==> src/rtl/bus_stream_fifo.sv <==
// Memory-mapped bridge between a single-cycle CPU data bus and a pair of 32-bit stream FIFOs.
// Optional interrupt logic enabled by defining BUS_STREAM_FIFO_IRQ_EN.
module bus_stream_fifo #(
   parameter int DEPTH = 8
) (
   input  logic        clk,
   input  logic        reset,
   input  logic        busSel,
   input  logic        busWe,
   input  logic        busRe,
   input  logic [3:0]  busAddr,
   input  logic [31:0] busWData,
   input  logic [3:0]  Byte_Enable,
   output logic [31:0] busRData,
   output logic [31:0] tx_data,
   output logic        tx_valid,
   input  logic        tx_ready,
   input  logic [31:0] rx_data,
   input  logic        rx_valid,
   output logic        rx_ready,
   output logic        irq
);

   localparam int CW = $clog2(DEPTH) + 1;
   localparam int AW = $clog2(DEPTH);
   localparam logic [CW-1:0] FULL_CNT = CW'(DEPTH);

   logic [31:0]   r_tx_mem [DEPTH];
   logic [31:0]   r_rx_mem [DEPTH];
   logic [AW-1:0] r_tx_wp, r_tx_rp, r_rx_wp, r_rx_rp;
   logic [CW-1:0] r_tx_cnt, r_rx_cnt;
   logic          r_tx_ovf, r_rx_udf;

   logic w_tx_empty, w_tx_full, w_rx_empty, w_rx_full;
   logic w_tx_st, w_rx_ld, w_ctrl_wr;
   logic w_tx_push, w_tx_pop, w_rx_push, w_rx_pop;
   logic w_tx_flush, w_rx_flush, w_clr;
   logic [31:0] w_wmask, w_status, w_ctrl_rd;
   logic w_unused;

   assign w_tx_empty = (r_tx_cnt == '0);
   assign w_tx_full  = (r_tx_cnt == FULL_CNT);
   assign w_rx_empty = (r_rx_cnt == '0);
   assign w_rx_full  = (r_rx_cnt == FULL_CNT);

   assign w_tx_st   = busSel & busWe & (busAddr[3:2] == 2'b00);
   assign w_rx_ld   = busSel & busRe & (busAddr[3:2] == 2'b01);
   assign w_ctrl_wr = busSel & busWe & (busAddr[3:2] == 2'b11) & Byte_Enable[0];

   assign w_tx_flush = w_ctrl_wr & busWData[0];
   assign w_rx_flush = w_ctrl_wr & busWData[1];
   assign w_clr      = w_ctrl_wr & busWData[2];

   // A flush may coincide with a stream-side rx handshake; flush wins, so the word is discarded.
   assign w_tx_push = w_tx_st & ~w_tx_full;
   assign w_tx_pop  = ~w_tx_empty & tx_ready;
   assign w_rx_push = ~w_rx_full & rx_valid & ~w_rx_flush;
   assign w_rx_pop  = w_rx_ld & ~w_rx_empty;

   assign w_wmask = {{8{Byte_Enable[3]}}, {8{Byte_Enable[2]}},
                     {8{Byte_Enable[1]}}, {8{Byte_Enable[0]}}};

   assign tx_valid = ~w_tx_empty;
   assign tx_data  = r_tx_mem[r_tx_rp];
   assign rx_ready = ~w_rx_full;

   assign w_unused = &{1'b0, busAddr[1:0]};

   always_ff @(posedge clk) begin
      if (w_tx_push) r_tx_mem[r_tx_wp] <= busWData & w_wmask;
      if (w_rx_push) r_rx_mem[r_rx_wp] <= rx_data;
   end

   always_ff @(posedge clk) begin
      if (!reset) begin
         r_tx_wp  <= '0;
         r_tx_rp  <= '0;
         r_tx_cnt <= '0;
      end else if (w_tx_flush) begin
         r_tx_wp  <= '0;
         r_tx_rp  <= '0;
         r_tx_cnt <= '0;
      end else begin
         if (w_tx_push) r_tx_wp <= r_tx_wp + 1'b1;
         if (w_tx_pop)  r_tx_rp <= r_tx_rp + 1'b1;
         if (w_tx_push && !w_tx_pop)      r_tx_cnt <= r_tx_cnt + 1'b1;
         else if (!w_tx_push && w_tx_pop) r_tx_cnt <= r_tx_cnt - 1'b1;
      end
   end

   always_ff @(posedge clk) begin
      if (!reset) begin
         r_rx_wp  <= '0;
         r_rx_rp  <= '0;
         r_rx_cnt <= '0;
      end else if (w_rx_flush) begin
         r_rx_wp  <= '0;
         r_rx_rp  <= '0;
         r_rx_cnt <= '0;
      end else begin
         if (w_rx_push) r_rx_wp <= r_rx_wp + 1'b1;
         if (w_rx_pop)  r_rx_rp <= r_rx_rp + 1'b1;
         if (w_rx_push && !w_rx_pop)      r_rx_cnt <= r_rx_cnt + 1'b1;
         else if (!w_rx_push && w_rx_pop) r_rx_cnt <= r_rx_cnt - 1'b1;
      end
   end

   always_ff @(posedge clk) begin
      if (!reset || w_clr) begin
         r_tx_ovf <= 1'b0;
         r_rx_udf <= 1'b0;
      end else begin
         if (w_tx_st && w_tx_full)  r_tx_ovf <= 1'b1;
         if (w_rx_ld && w_rx_empty) r_rx_udf <= 1'b1;
      end
   end

`ifdef BUS_STREAM_FIFO_IRQ_EN
   logic [1:0] r_mask;
   logic       r_irq;

   always_ff @(posedge clk) begin
      if (!reset) begin
         r_mask <= '0;
         r_irq  <= 1'b0;
      end else begin
         if (w_ctrl_wr) r_mask <= busWData[5:4];
         r_irq <= (r_mask[0] & ~w_rx_empty) | (r_mask[1] & ~w_tx_full);
      end
   end

   assign irq       = r_irq;
   assign w_ctrl_rd = {26'd0, r_mask, 4'd0};
`else
   assign irq       = 1'b0;
   assign w_ctrl_rd = '0;
`endif

   assign w_status = {8'd0, 8'(r_rx_cnt), 8'(r_tx_cnt), 2'b00, r_rx_udf, r_tx_ovf,
                      w_rx_full, w_rx_empty, w_tx_full, w_tx_empty};

   always_comb begin
      busRData = '0;
      if (busSel) begin
         case (busAddr[3:2])
            2'b01:   busRData = w_rx_empty ? '0 : r_rx_mem[r_rx_rp];
            2'b10:   busRData = w_status;
            2'b11:   busRData = w_ctrl_rd;
            default: busRData = '0;
         endcase
      end
   end

endmodule
==> config.mk <==
export PLATFORM = sky130hd
export DESIGN_NAME = bus_stream_fifo
export DESIGN_NICKNAME = d
export VERILOG_FILES = /design/src/rtl/bus_stream_fifo.sv
export SDC_FILE = /design/constraint.sdc
export NUM_CORES = 1
export LEC_CHECK = 0
export CAP_MARGIN = 30
export CORE_UTILIZATION = 50
export DETAILED_ROUTE_END_ITERATION = 10
export PLACE_DENSITY = 0.68
export SYNTH_ARGS = -nofsm -noshare
export SYNTH_HDL_FRONTEND = slang
export SYNTH_SLANG_ARGS = --single-unit
==> constraint.sdc <==
create_clock -name clk -period 15.65 [get_ports clk]
set_input_delay 3.13 -clock clk [delete_from_list [all_inputs] [get_ports clk]]
set_output_delay 3.13 -clock clk [all_outputs]
set_load 0.005 [all_outputs]
-- Word-level counts from Yosys, hierarchy flattened
Memory sizes are Yosys's and may differ from the RTL's. A register that Yosys moved wholly into a read port is not among the register bits.
Cells that the tools add are included.
- memories kept: 2
- output and inout port bits: 67
- RAM bits: 512
- bits in registers: 22
- logic and storage cells: 78
- input port bits: 79
- memories (name ; depth ; width ; read ports ; clocked after Yosys merged registers in ; wr ports ; RTL line ; source):
    r_rx_mem ; 8 ; 32 ; 1 ; 1 ; 1 ; 29 ; logic [31:0] r_rx_mem [DEPTH];
    r_tx_mem ; 8 ; 32 ; 1 ; 1 ; 1 ; 28 ; logic [31:0] r_tx_mem [DEPTH];
- reductions and logical operators: 19
- bitwise logic cells: 21
- equality and inequality tests: 5
- muxes and demuxes: 15
- $add $sub $neg: 8
- operator list (kind ; count):
    $mux 32 ; 2
    $pmux 32 s2 ; 1
    $and 32x32->32 ; 1
    $mux 4 ; 4
    $and 1x1->1 ; 14
    $add 3x1->3 const B ; 4
    $mux 3 ; 4
    $add 4x1->4 const B ; 2
    $eq 4x4->1 const B ; 2
    $logic_not 4->1 ; 2
    $sub 4x1->4 const B ; 2
    $logic_and 1x1->1 ; 6
    $not 1->1 ; 6
    $logic_not 1->1 ; 5
    $eq 2x2->1 const B ; 2
    $mux 1 ; 4
    $reduce_bool 2->1 ; 2
    $reduce_or 2->1 ; 2
    $eq 2x1->1 const B ; 1
    $logic_not 2->1 ; 1
    $logic_or 1x1->1 ; 1

-- Longest topological paths before layout
Gate-level depths: netlist of the first run.
- depth after elaboration: 10
- depth in mapped cells: 13
- depth with buffers taken out: 12

-- Least setup slack after synthesis of the first run
No wires, ideal clock.
- path type: input to register
- from: input busAddr[2]
- to: memory r_tx_mem[0][0] (enable)
- setup time: 0.501 ns
- setup slack: 8.323 ns
- data required time: 15.149 ns
- buffers on the path: 1
- arrival time: 6.825 ns
- stages: 6
- cells stage by stage: inv_1 -> ha_1 -> nand3_1 -> or2_0 -> buf_2 -> nor4_1
- longest elaborated chain between the ends: 5
- ends and longest elaborated chain (element ; RTL line ; source):
    start, declared ; 11 ; input logic [3:0] busAddr,
    $logic_not 2->1 ; 46 ; assign w_tx_st = busSel & busWe & (busAddr[3:2] == 2'b00);
    $and 1x1->1 ; 46 ;
    $and 1x1->1 ; 55 ; assign w_tx_push = w_tx_st & ~w_tx_full;
    $mux 1 ; 70 ; if (w_tx_push) r_tx_mem[r_tx_wp] <= busWData & w_wmask;
    $mux 1 (not written as such) ; 70 ;
    end, declared ; 28 ;
Every way passes these cells.

-- Final worst setup path of the first run
- from: input busAddr[2]
- to: output busRData[18]
- longest elaborated chain between the ends: 3
- elaborated cells between the ends (all ways): 4
- those cells by class: 2 x eq/ne; 2 x mux
- ends and longest elaborated chain (element ; RTL line ; source):
    $eq 2x2->1 / $eq 2x1->1 (equally long branches) ; 145 ; case (busAddr[3:2])
    $pmux 32 s2 (*) ; 145 ;
    $mux 32 (*) ; 144 ; if (busSel) begin
    end, declared ; 14 ; output logic [31:0] busRData,
Every way passes the cells marked *; elsewhere a longest branch is shown, timed or not.

==> results of run 1 <==
flip-flops by register name, summed over array words and instances, names as in the netlist, named ones only:
signal,count
r_rx_mem,256
r_tx_mem,256
r_rx_cnt,4
r_tx_cnt,4
r_rx_rp,3
r_rx_wp,3
r_tx_rp,3
r_tx_wp,3
r_rx_udf,1
r_tx_ovf,1
area by class of cell:
class                      instances  area share, %
sequential                       540           63.4
multi-input combinational        402           20.5
timing repair buffer             167           6.48
clock buffer                      66           5.64
tap                              539           2.68
clock inverter                    32           1.13
inverter                           9          0.134
antenna                            1        0.00995
kinds of logic after synthesis:
kind of cell	Yosys count	share of synthesized area [%]
DFF	540	74.6
buffers and inverters	58	1.69
adders and majority gates	16	1.01
xor gates and xnor gates	10	0.410
AOI/OAI and AO/OA	35	0.926
and+or+nand+nor	143	3.34
muxes	197	18.0
other	1	0.0176
synth_stat cells, drive strengths merged (3+ instances only):
library cell / instances
inv: 9
nand2: 26
dfxtp: 28
ha: 14
nand2b: 4
nor3: 6
mux2: 33
o21ai: 15
and2: 30
nor2: 50
xnor2: 4
edfxtp: 512
a21oi: 10
o22ai: 3
buf: 42
mux2i: 36
clkbuf: 7
xor2: 6
nand3: 11
mux4: 128
through the flow:
stage | setup slack, ps | power, W
final | 7340 | 0.00340
after global routing | 7220 | 0.00353
after CTS | 7340 | 0.00343
after detailed placement | 7340 | 0.00219
after global placement | 7380 | 0.00218
after floorplan | 8320 | 0.00202
layout by cell type, fill, tap and decap left out, types with 30 or more instances in the layout:
cell / netlist / final
mux4_1: 36 / 36
and2_1: 30 / 30
mux4_2: 92 / 92
edfxtp_1: 512 / 512
nor2_1: 50 / 41
clkdlybuf4s50_1: 0 / 142
mux2i_1: 36 / 36
clkbuf_16: 0 / 55
routing by layer:
layer	wire (um)	track usage (%)	share of wire, %	vias up
met5	10	0	0.024	-
met1	17100	25.5	42	5214
met4	955	6.49	2.3	2
met2	20700	32.4	51	255
met3	2040	3.37	5.0	62
li1	-	-	-	4471
worst register-to-register path, stage by stage (launching register included):
cell and delay [ps]:
dfxtp_1 400, nor4b_2 560, or2_0 460, inv_1 190, ha_1 250, inv_1 130
ha_1 290, a21oi_1 180, a211oi_1 100, a31oi_1 180, mux2_2 350
power by group through the flow:
stage | sequential, W | combinational (W) | clock (W)
2_1_floorplan | 0.00170 | 0.000325 | 0
3_3_place_gp | 0.00172 | 0.000464 | 0
3_5_place_dp | 0.00172 | 0.000472 | 0
4_1_cts | 0.00169 | 0.000474 | 0.00127
5_1_grt | 0.00170 | 0.000503 | 0.00132
6_report | 0.00169 | 0.000464 | 0.00124
final timing paths:
path,start,to,slack (ps),cells past startpoint
hold / removal,r_rx_udf,r_rx_udf,490,2
hold reg to reg,r_rx_udf,r_rx_udf,490,2
setup / recovery,busAddr[2],busRData[18],7340,7
setup reg to reg,r_tx_cnt[0],r_tx_cnt[3],12460,10
==> summary.md, run 1 <==
| Metric | Value |
|---|---|
| Status | complete, no violations |
| Final setup fails | 0 |
| Crit share post-route | 53.1% |
| PwrDens | 135 nW/um^2 |
| Vias in the first global route | 10354 |
| Slew Limit Headroom | 39.6% |
| Clock slew at reported path FFs | 60 ps |
| Clk root buf | clkbuf_16 |
| Die area | 43500 um^2 |
| Initial DRC Count | 584 |
| Total core area | 42000 um^2 |
| Fill cells | 2983 |
| # IOs | 146 |
| Yosys reg bits | 540 |
| WL per Instance | 23.3 um |
| Vias per inst | 5.70 |
| Maxcap violations | 0 |
| # resized after CTS | 0 |
| Synth async-reset ratio | 0% |
| Reg area | 16000 um^2 |
| Worst IR drop on VDD | 98.3 uV |
| CP Class | input pin to primary output |
| Logic pwr share | 13.7% |
| H-tree levels | 2 |
| Slowest stage cell, crit path | clkdlybuf4s50_1 |
| CP Data Arrival Time | 5180 ps |
| TritonCTS buffer count | 53 |
| TritonCTS clock tree | built |
| Area of the multi-input gates | 5160 um^2 |
| Setup TNS Final | 0 ps |
| Vias | 10004 |
| GR Overflow Total | 0 |
| Clock group share of total power | 36.5% |
| Final instance area | 25200 um^2 |
| RSZ-0062 raised after global routing | no |
| Number of cell rows | 75 |
| Dominant cell type by area after synthesis | edfxtp_1 |
| Net switching fraction of the power | 22.7% |
| Yosys top cell area share | 72.0% |
| Slowest cell delay on critical path | 530 ps |
| Placed cell count | 1657 |
| DIE WIDTH | 209 um |
| Mapped Avg Cell Area | 21.4 um^2 |
| Routed WL | 40.8 mm |
| Netlist cell types | 47 |
| Top cell by count, worst path | clkdlybuf4s50_1 |
| Die Y | 209 um |
| Core Util, Final | 59.8% |
| Sequential Power Share | 49.8% |
| Dominant cells by area after synthesis | edfxtp_1, mux4_2, mux4_1 |
| Hold Slack | 493 ps |
| Drt first pass iters | 5 |
| Final nets | 1268 |
| Post-DRT Antenna Nets | 0 |
| CP max FO | 31 |
| Slew at the pin closest to its max-slew limit | 907 ps |
| RD Place Congestion | 0.752 |
| Ys flop type | edfxtp_1 |
| Fmax achieved | 120 MHz |
| First-pass GRT wire length | 62.0 mm |
| Placed standard-cell area | 23500 um^2 |
| Yosys warnings | 0 |
| Post-synth EDFFs | 512 |
| DRC | 0 |
| Initial antenna violation count | 2 |
| PortBufs | 142 |
| Insertion delay to the later sink of the worst-skew pair | 600 ps |
| Final HPWL from detailed placement | 22.0 mm |
| Largest net degree at the start of global routing | 65 |
| Setup bufs post-CTS | 0 |
| Worst Hold Class | register to register |
| Pint | 0.00263 W |
| Cells after Synth | 1000 |
| Minimum clock period after layout | 8310 ps |
| Syn_nets | 1095 |
| Hold Fails Final Rpt | 0 |
| Largest delay contributor family on the critical path | buffers and inverters |
| CP cell instances | clkdlybuf4s50_1 > inv_1 > ha_1 > nand4b_1 > buf_4 > o21ai_0 > clkdlybuf4s50_1 |
| Hold buffers post-CTS | 0 |
| LEAKAGE | 7.96 nW |
| Finished Layout Cells | 1756 |
| Initial Util | 50.8% |
| Clock Sinks | 540 |
| Maximum clock path buffer count | 3 |
| Sequential area share after synthesis | 74.6% |
| Clk_skew | 28.6 ps |
| Sw Pwr | 0.000771 W |
| Startpoint types | input pin |
| Buf+Inv Stages, Crit Path | 4 |
| Crit. End Element | primary output |
| Layout cells sized above 1 | 20.4% |
| GRT Overall Usage | 19.2% |
| Worst EP required | 12520 ps |
| Area grow syn2layout | 17.8% |
| Max-slew violations | 0 |
| Post-Syn Area | 21400 um^2 |
No activity file was read; power rests on OpenSTA's default activity.
==> inputs of run 2 (changes only) <==
==> constraint.sdc (replaced) <==
create_clock -name clk -period 8.6 [get_ports clk]
set_input_delay 1.72 -clock clk [delete_from_list [all_inputs] [get_ports clk]]
set_output_delay 1.72 -clock clk [all_outputs]
set_load 0.005 [all_outputs]
==> summary.md, run 2 (synthesis gave the netlist of run 1 again) <==
| Metric | Value |
|---|---|
| Status | complete, no violations |
| Clk root buf | clkbuf_16 |
| First-pass GRT wire length | 60.8 mm (-1.9%) |
| Slew at the pin closest to its max-slew limit | 903 ps (-3.85 ps) |
| Clock Sinks | 540 (unchanged) |
| GR Overflow Total | 0 (unchanged) |
| Setup bufs post-CTS | 0 (unchanged) |
| Slew Limit Headroom | 39.8% (+0.26 points) |
| Worst EP required | 6880 ps (-5640 ps) |
| Slowest stage cell, crit path | clkdlybuf4s50_1 |
| Core Util, Final | 59.7% (-0.16 points) |
| CP Data Arrival Time | 3780 ps (-1400 ps) |
| # resized after CTS | 0 (unchanged) |
| DRC | 0 (unchanged) |
| PwrDens | 243 nW/um^2 (+80%) |
| Crit share post-route | 64.0% |
| Commonest non-fill, non-tap cell in the layout | edfxtp_1 |
| Max-slew violations | 0 (unchanged) |
| Insertion delay to the later sink of the worst-skew pair | 590 ps (about the same) |
| Die area | 43500 um^2 (unchanged) |
| Worst IR drop on VDD | 200 uV (+100%) |
| Final nets | 1268 (unchanged) |
| Final setup fails | 0 (unchanged) |
| Min-delay src | r_tx_rp[1] |
| GRT Overall Usage | 18.8% (-0.44 points) |
| Hold Fails Final Rpt | 0 (unchanged) |
| Initial Util | 50.8% (unchanged) |
| Layout cells sized above 1 | 20.8% (+0.45 points) |
| Post-DRT Antenna Nets | 0 (unchanged) |
| Hold Path Depth | 2 (unchanged) |
| CP cell instances | clkdlybuf4s50_1 > inv_1 > ha_1 > nand4b_1 > buf_4 > o21ai_0 > clkdlybuf4s50_1 |
| Routed WL | 40.1 mm (-1.9%) |
| Initial antenna violation count | 1 (-1) |
| Reg2Reg Setup Slack | 5350 ps (-7110 ps) |
| Total core area | 42000 um^2 (unchanged) |
| Reg2Reg Launch Point | r_tx_cnt[0] |
| Maximum clock path buffer count | 3 (unchanged) |
| Drt first pass iters | 4 (-1) |
| Vias | 9802 (-2.0%) |
| RD Place Congestion | 0.765 (+1.8%) |
| CP max FO | 31 (unchanged) |
| Minimum clock period after layout | 5500 ps |
| Clk_skew | 15.0 ps (-13.6 ps) |
| Vias in the first global route | 10238 (-1.1%) |
| LEAKAGE | 7.93 nW (-0.32%) |
| RSZ-0062 raised after global routing | no |
| Vias per inst | 5.59 (-1.9%) |
| Die Y | 209 um (unchanged) |
| Fmax achieved | 182 MHz |
| Crit. End Element | primary output |
| Final HPWL from detailed placement | 21.8 mm (-0.85%) |
| DIE WIDTH | 209 um (unchanged) |
| Area grow syn2layout | 17.5% |
| Reg2Reg Depth | 10 (unchanged) |
| TritonCTS clock tree | built |
| Largest net degree at the start of global routing | 65 (unchanged) |
| TritonCTS buffer count | 52 (-1.9%) |
| Maxcap violations | 0 (unchanged) |
| WL per Instance | 22.8 um (-1.8%) |
| Clock slew at reported path FFs | 60 ps (about the same) |
| Startpoint types | input pin |
| Setup TNS Final | 0 ps (unchanged) |
| # IOs | 146 (unchanged) |
| Fill cells | 3016 (+1.1%) |
| Hold buffers post-CTS | 0 (unchanged) |
| Commonest non-fill, non-tap cells in the layout | edfxtp_1, clkdlybuf4s50_1, mux4_2 |
| PortBufs | 142 (unchanged) |
| H-tree levels | 2 (unchanged) |
| Initial DRC Count | 555 (-5.0%) |
| CP Class | input pin to primary output |
| Top cell by count, worst path | clkdlybuf4s50_1 |
| Worst Hold Class | register to register |
| Biggest regs | r_rx_mem (256), r_tx_mem (256) |
| Slowest cell delay on critical path | 530 ps (about the same) |
| Number of cell rows | 75 (unchanged) |
| Reg2Reg Capture Point | r_tx_cnt[3] |
## run 2: cell count changes in the layout (fill, tap and decap cells not counted), moves of 2 or more
cell       change
clkbuf_16      -2
clkinv_2       +7
bufinv_16      -2
clkinv_1       -7
## run 2: final cells by class
type                       count  area [um^2]  share of cell area, %
clock inverter                31          241                  0.962
timing repair buffer         168         1660                   6.60
multi-input combinational    402         5160                   20.6
clock buffer                  64         1370                   5.45
tap                          539          674                   2.69
inverter                       9         33.8                  0.135
antenna                        1         2.50                0.00997
sequential                   540        16000                   63.6
## run 2: where the power goes
part	switching [W]	internal (W)	total, W	leakage (nW)
combinational	0.000380	0.000472	0.000852	2.25
clock	0.000940	0.00122	0.00216	0.786
sequential	0.0000804	0.00299	0.00307	4.89
total	0.00140	0.00469	0.00609	7.93
## run 2: per-layer routing
layer	global-route usage (%)	vias up	share of wire, %	wire length, um
met5	0	-	0.037	15
met4	5.83	2	2.1	842
met3	3.31	58	5.5	2190
met2	32.0	236	51	20300
met1	24.8	5040	42	16800
li1	-	4466	-	-
## run 2: worst max path at each step
| stage | slack [ps] | depth (start not counted) | start | to |
|---|---|---|---|---|
| 4_1_cts | 3090 | 7 | busAddr[3] | busRData[19] |
| 6_report | 3100 | 7 | busAddr[3] | busRData[19] |
| 3_5_place_dp | 3100 | 7 | busAddr[3] | busRData[19] |
| 3_3_place_gp | 3120 | 7 | busAddr[2] | busRData[19] |
| 5_1_grt | 2960 | 7 | busAddr[3] | busRData[16] |
| 2_1_floorplan | 2680 | 6 | busAddr[2] | r_tx_mem[0][0] |
## run 2: critical path, delay by kind of cell
kind	cells	cell delay, ps
buffers and inverters	4	1390
adder cells (fa/ha/maj)	1	310
AND/OR/NAND/NOR	1	100
AO/OA/AOI/OAI	1	250
## run 2: through the flow
| step | std cells | area [um^2] | setup WS (ps) | hold slack, ps | total power, W |
|---|---|---|---|---|---|
| 6_report | 1754 | 25100 | 3100 | 489 | 0.00609 |
| 5_1_grt | 1753 | 25100 | 2960 | 506 | 0.00630 |
| 4_1_cts | 1752 | 25100 | 3090 | 485 | 0.00615 |
| 3_5_place_dp | 1657 | 23500 | 3100 | 474 | 0.00399 |
| 3_3_place_gp | 1656 | 23400 | 3120 | 462 | 0.00397 |
| 2_1_floorplan | 1000 | 21400 | 2680 | 440 | 0.00368 |
